File: config.mk
export PLATFORM = sky130hd
export DESIGN_NAME = err_monitor_flat
export DESIGN_NICKNAME = d
export VERILOG_FILES = /design/src/rtl/err_monitor_if.sv /design/src/rtl/err_monitor.sv /design/src/flat_wrapper.sv
export SDC_FILE = /design/constraint.sdc
export NUM_CORES = 1
export LEC_CHECK = 0
export CAP_MARGIN = 10
export CORE_MARGIN = 2
export CORE_UTILIZATION = 57
export DETAILED_ROUTE_END_ITERATION = 10
export PLACE_DENSITY = 0.75
export SYNTH_ARGS = -nofsm -noshare
export SYNTH_HDL_FRONTEND = slang
export SYNTH_SLANG_ARGS = --single-unit
File: constraint.sdc
create_clock -name clk -period 3.6 [get_ports clk]
set_input_delay 0.72 -clock clk [delete_from_list [all_inputs] [get_ports clk]]
set_output_delay 0.72 -clock clk [all_outputs]
set_load 0.02 [all_outputs]
File: src/rtl/err_monitor_if.sv
// err_monitor_if: mismatch inputs, phase-select feedback and windowed error outputs of the MEDAC error monitor.
interface err_monitor_if;
    logic       en;
    logic       mis_leading;
    logic       mis_origin;
    logic       mis_lagging;
    logic [1:0] clk_sel;
    logic       error_leading;
    logic       error_origin;
    logic       error_lagging;
    logic       win_done;
    logic [7:0] err_cnt_total;
    modport master (
        output en, mis_leading, mis_origin, mis_lagging, clk_sel,
        input  error_leading, error_origin, error_lagging, win_done, err_cnt_total
    );
    modport slave (
        input  en, mis_leading, mis_origin, mis_lagging, clk_sel,
        output error_leading, error_origin, error_lagging, win_done, err_cnt_total
    );
endinterface

File: src/rtl/err_monitor.sv
// err_monitor: windowed, thresholded per-path mismatch monitor with hold-off blanking after enable or clk_sel change.
module err_monitor #(
    parameter int WIN     = 64,
    parameter int CNT_W   = 7,
    parameter int THRESH  = 4,
    parameter int HOLDOFF = 8
) (
    input logic         clk,
    input logic         rst_n,
    err_monitor_if.slave bus
);
    typedef enum logic [1:0] {IDLE, HOLD, COUNT} state_t;
    localparam logic [CNT_W-1:0] TH = CNT_W'(THRESH);
    localparam logic [CNT_W-1:0] WL = CNT_W'(WIN - 1);
    localparam logic [CNT_W-1:0] HL = CNT_W'(HOLDOFF - 1);
    state_t           state;
    logic [1:0]       sel_q;
    logic [CNT_W-1:0] hold_cnt, win_cnt, cnt_ld, cnt_or, cnt_lg;
    logic [CNT_W-1:0] nxt_ld, nxt_or, nxt_lg;
    logic             hit_ld, hit_or, hit_lg, sel_chg, win_end;
    // Path counters saturate at THRESH so a narrow counter never wraps back below it.
    always_comb begin
        sel_chg = bus.clk_sel != sel_q;
        win_end = win_cnt == WL;
        nxt_ld  = cnt_ld + CNT_W'(bus.mis_leading && cnt_ld < TH);
        nxt_or  = cnt_or + CNT_W'(bus.mis_origin && cnt_or < TH);
        nxt_lg  = cnt_lg + CNT_W'(bus.mis_lagging && cnt_lg < TH);
        hit_ld  = nxt_ld >= TH;
        hit_or  = nxt_or >= TH;
        hit_lg  = nxt_lg >= TH;
    end
    always_ff @(posedge clk or negedge rst_n) begin
        if (!rst_n) begin
            state             <= IDLE;
            sel_q             <= 2'b01;
            hold_cnt          <= '0;
            win_cnt           <= '0;
            cnt_ld            <= '0;
            cnt_or            <= '0;
            cnt_lg            <= '0;
            bus.error_leading <= 1'b0;
            bus.error_origin  <= 1'b0;
            bus.error_lagging <= 1'b0;
            bus.win_done      <= 1'b0;
            bus.err_cnt_total <= '0;
        end else begin
            sel_q             <= bus.clk_sel;
            bus.error_leading <= 1'b0;
            bus.error_origin  <= 1'b0;
            bus.error_lagging <= 1'b0;
            bus.win_done      <= 1'b0;
            hold_cnt          <= '0;
            win_cnt           <= '0;
            cnt_ld            <= '0;
            cnt_or            <= '0;
            cnt_lg            <= '0;
            // Disable outranks a phase change; a phase change outranks a window close.
            if (!bus.en) begin
                state <= IDLE;
            end else if (state == IDLE || sel_chg) begin
                state <= HOLD;
            end else if (state == HOLD) begin
                state    <= hold_cnt == HL ? COUNT : HOLD;
                hold_cnt <= hold_cnt == HL ? '0 : hold_cnt + 1'b1;
            end else if (win_end) begin
                bus.error_leading <= hit_ld;
                bus.error_origin  <= hit_or;
                bus.error_lagging <= hit_lg;
                bus.win_done      <= 1'b1;
                if ((hit_ld || hit_or || hit_lg) && bus.err_cnt_total != 8'hFF)
                    bus.err_cnt_total <= bus.err_cnt_total + 8'd1;
            end else begin
                win_cnt <= win_cnt + 1'b1;
                cnt_ld  <= nxt_ld;
                cnt_or  <= nxt_or;
                cnt_lg  <= nxt_lg;
            end
        end
    end
endmodule

File: src/flat_wrapper.sv
// flat-port wrapper written by rule: the top's interface ports become plain ports
module err_monitor_flat 
#(
    parameter int WIN     = 64,
    parameter int CNT_W   = 7,
    parameter int THRESH  = 4,
    parameter int HOLDOFF = 8
)
  (clk, rst_n, bus_en, bus_mis_leading, bus_mis_origin, bus_mis_lagging, bus_clk_sel, bus_error_leading, bus_error_origin, bus_error_lagging, bus_win_done, bus_err_cnt_total);
  err_monitor_if bus_i ();
  input logic clk;
  input logic rst_n;
  input wire logic [$bits(bus_i.en)-1:0] bus_en;
  input wire logic [$bits(bus_i.mis_leading)-1:0] bus_mis_leading;
  input wire logic [$bits(bus_i.mis_origin)-1:0] bus_mis_origin;
  input wire logic [$bits(bus_i.mis_lagging)-1:0] bus_mis_lagging;
  input wire logic [$bits(bus_i.clk_sel)-1:0] bus_clk_sel;
  output wire logic [$bits(bus_i.error_leading)-1:0] bus_error_leading;
  output wire logic [$bits(bus_i.error_origin)-1:0] bus_error_origin;
  output wire logic [$bits(bus_i.error_lagging)-1:0] bus_error_lagging;
  output wire logic [$bits(bus_i.win_done)-1:0] bus_win_done;
  output wire logic [$bits(bus_i.err_cnt_total)-1:0] bus_err_cnt_total;
  assign bus_i.en = bus_en;
  assign bus_i.mis_leading = bus_mis_leading;
  assign bus_i.mis_origin = bus_mis_origin;
  assign bus_i.mis_lagging = bus_mis_lagging;
  assign bus_i.clk_sel = bus_clk_sel;
  assign bus_error_leading = bus_i.error_leading;
  assign bus_error_origin = bus_i.error_origin;
  assign bus_error_lagging = bus_i.error_lagging;
  assign bus_win_done = bus_i.win_done;
  assign bus_err_cnt_total = bus_i.err_cnt_total;
  err_monitor #(.WIN(WIN), .CNT_W(CNT_W), .THRESH(THRESH), .HOLDOFF(HOLDOFF)) u_core (.clk(clk), .rst_n(rst_n), .bus(bus_i));
endmodule
==> flow_summary.yaml <==
yosys:
  synthMuxAreaShare_pct: 0.4484
  synth_nets: 255
  yosysTopAreaCellShare_pct: 49.83
  ys_ff_latch: 51
  synthSimpleGateAreaFrac_pct: 23.07
  synth.area.top_cells: "dfrtp_1 50%, xnor2_1 6.6%, nor2_1 6.3%"
  syn_area_per_cell_um2: 10.55
  synth_area_mm2: 0.002511
  synth_cell_types: 39
  synth_xor_xnor_area_share_pct: 11.16
  yosysTopAreaCell: "dfrtp_1"
  yosys_warnings: 0
  ys_seq_area_share_pct: 50.87
  synth_top_family_by_area: "simple AND/OR/NAND/NOR gates"
  synth_adder_area_share_pct: 4.484
  synth_compound_area_share_pct: 8.470
  netlist_instances: 238
routing:
  first_iter_violations: 105
  drt-pass1-iter-count: 4
  routedWlPerCell_um: 12.24
  via_per_inst: 5.328
  drc_errors: 0
  vias: 1737
  drtAntennaViolNets: 0
  wl_um: 3990
setup_path:
  r2r_cells: 10
  r2r_slack_ns: 0.56
  worstSetupPathType: "primary input to register"
  cp-end-kind: "register"
  setup.worst_path.start: "bus_mis_lagging"
  path_max_fanout: 3
  timing.rr.end: "u_core.bus.err_cnt_total[1]"
  start_kind: "primary input"
  required_ns: 3.78
  r2r_start: "u_core.cnt_lg[4]"
  arrival_ns: 3.58
floorplanning:
  die_w_um: 70.38
  die_h_um: 70.38
  start_util_pct: 58.48
  die_area_mm2: 0.004953
  rows: 24
  io_pins: 20
  coreArea_mm2: 0.004294
hold_path:
  min_to: "u_core.win_cnt[0]"
  hold_path.class: "register to register"
  hold-path-cell-count: 1
  hp-start: "u_core.win_cnt[0]"
global_routing:
  grt_antenna_before_repair: 0
  grt_max_degree: 52
  grt-ovfl-total: 0
  grt_use_total_pct: 18.49
  grt_pass1_wl_um: 7362
  grt_pass1_vias: 1675
sta:
  slew_headroom_pct: 28.55
  fin_crit_ns: 3.398
  fmax_mhz: 294.3
  maxSlewViolCount: 0
  finalClockSkew_ns: 0.006891
  rsz0062_at_grt: "no"
  fin_ws_ns: 0.2020
  tightest_slew_ns: 1.072
  period_share_pct: 94.39
  setup_viol: 0
  hold_viol_final: 0
  holdWs_ns: 0.4595
pwr:
  p_sw_share_pct: 20.11
  power_density_mw_per_mm2: 324.5
  ir_worst_vdd_mv: 0.1972
  leakage_nw: 1.266
  pwr-share-clk_pct: 36.6
  netSwitchingPower_uw: 191.6
  total_power_uw: 952.8
  pwr-share-seq_pct: 60.5
  p_int_uw: 761.2
  combPwrFrac_pct: 2.9
placement:
  globalplace.congestion: 0.8878
  port_buffers: 19
  dpl.hpwl_um: 2856
  dpl_worst_slack_ns: -0.1128
clocking:
  htree_levels: 2
  cts.sinks: 51
  cts_root_buf: "clkbuf_8"
  cts_tree: "yes"
  cts.reportedPaths.clkPinSlew_ns: 0.08
  numCtsBuffers: 5
  ctsLongestPathBuffers: 2
  clk_latency_ns: 0.30
  cts_hold_buf: 0
  cts_setup_buffers: 0
  postCtsResizedCells: 0
cells_and_area:
  n_fill_cell: 345
  post-route-util_pct: 68.39
  num_antenna_cells: 0
  syn_to_final_growth_pct: 16.94
  fin_nets: 290
  layout-drive-gt1-share_pct: 11.68
flow_run:
  cap_violations: 0
status:
  status: "finished, final reports clean"
## critical path, cell delays in order
cell,delay [ns]
clkdlybuf4s50_1,0.46
or4b_2,0.58
nor3_1,0.17
ha_1,0.20
ha_1,0.18
nand4_1,0.12
o21a_1,0.22
nor4_4,0.30
nand4_4,0.15
o21ai_4,0.16
mux2_1,0.33
## stage by stage
step	setup TNS (ns)	cells	instance area [µm²]
3_5_place_dp	-0.6295	318	2836
4_1_cts	0	326	2937
3_3_place_gp	-0.3666	318	2836
2_1_floorplan	0	238	2511
6_report	0	326	2937
5_1_grt	0	326	2937
## layout by cell type, fill, tap and decap left out, drive strengths merged, types with 4 or more instances in the layout
cell type and n:
o21a 4, xor2 13, dfrtp 50, and2 10, nand3 17, xnor2 19, ha 9, o211ai 5
nor3 6, o21ai 5, a21oi 6, clkbuf 8, nand4 4, nand2 14, and3 5, buf 12
inv 8, nor2 43, clkdlybuf4s50 18
## routing by layer
metal	vias to the layer above	share of wire [%]	routed length, µm	GRT usage [%]
li1	889	-	-	-
met1	827	51	2041	26.89
met2	19	45	1808	28.20
met3	2	2.6	105	3.030
met4	0	0.85	34	6.410
met5	-	0	0	0
## state kept, by name, indices dropped and copies added, names as in the netlist
name	count
u_core.bus.error_lagging	1
u_core.state	2
u_core.hold_cnt	7
u_core.cnt_lg	7
u_core.cnt_ld	7
u_core.bus.error_origin	1
u_core.cnt_or	7
u_core.bus.err_cnt_total	8
u_core.bus.win_done	1
u_core.win_cnt	7
u_core.bus.error_leading	1
u_core.sel_q	2
## area by class of cell
class	instances	area (µm²)	area share, %
Tap cell	52	65.06	2.216
Sequential cell	51	1277	43.50
Clock buffer	8	100.1	3.409
Timing Repair Buffer	30	267.8	9.118
Multi-Input combinational cell	177	1196	40.73
Inverter	8	30.03	1.023
## how the worst max path moves through the flow
stage	endpoint	slack, ns	cells after the start
final	u_core.bus.err_cnt_total[1]	0.20	11
after global routing	u_core.bus.err_cnt_total[6]	0.03	12
after CTS	u_core.bus.err_cnt_total[1]	0.19	11
after detailed placement	u_core.bus.err_cnt_total[1]	-0.11	11
after global placement	u_core.bus.err_cnt_total[1]	-0.08	11
after floorplan	u_core.bus.err_cnt_total[1]	0.30	10
## cells in the mapped netlist
library cell,n
o21ai_1,1
xnor2_1,19
clkbuf_1,2
nor4b_1,1
a21oi_1,6
dfstp_2,1
o21ai_0,3
xor2_1,13
a41oi_2,1
nand4_4,1
nor4_1,1
dfrtp_1,50
nand4_2,1
mux2_1,1
nor4_4,1
nor3_2,1
inv_1,8
a21boi_0,1
and2_1,10
nand4_1,2
o21ai_4,1
or2_1,1
nor2_4,1
nand3_2,2
and4_1,1
and4b_1,2
nor2_1,42
o31ai_4,1
ha_1,9
o31ai_1,1
o21a_1,4
o32ai_1,3
and3_1,5
nand3_1,15
or2_2,1
nor3_1,5
o211ai_1,5
nand2_1,14
or4b_2,1
## kinds of logic (layout without fill, tap and decap cells)
| kind of cell | Yosys count | after routing |
|---|---|---|
| AND/OR/NAND/NOR | 108 | 108 |
| flip-flops | 51 | 51 |
| XOR/XNOR | 32 | 32 |
| AO/OA/AOI/OAI | 27 | 27 |
| buffers and inverters | 10 | 46 |
| adder cells (fa/ha/maj) | 9 | 9 |
| multiplexers | 1 | 1 |
## power groups by stage
stage                     logic (mW)  registers (mW)  clock network (mW)
after floorplan              0.00757           0.588                   0
final                         0.0281           0.576               0.348
after global routing          0.0331           0.577               0.381
after detailed placement      0.0293           0.588                   0
after CTS                     0.0295           0.576               0.359
after global placement        0.0290           0.588                   0
Note: power is estimated with default switching activity, not from simulation.
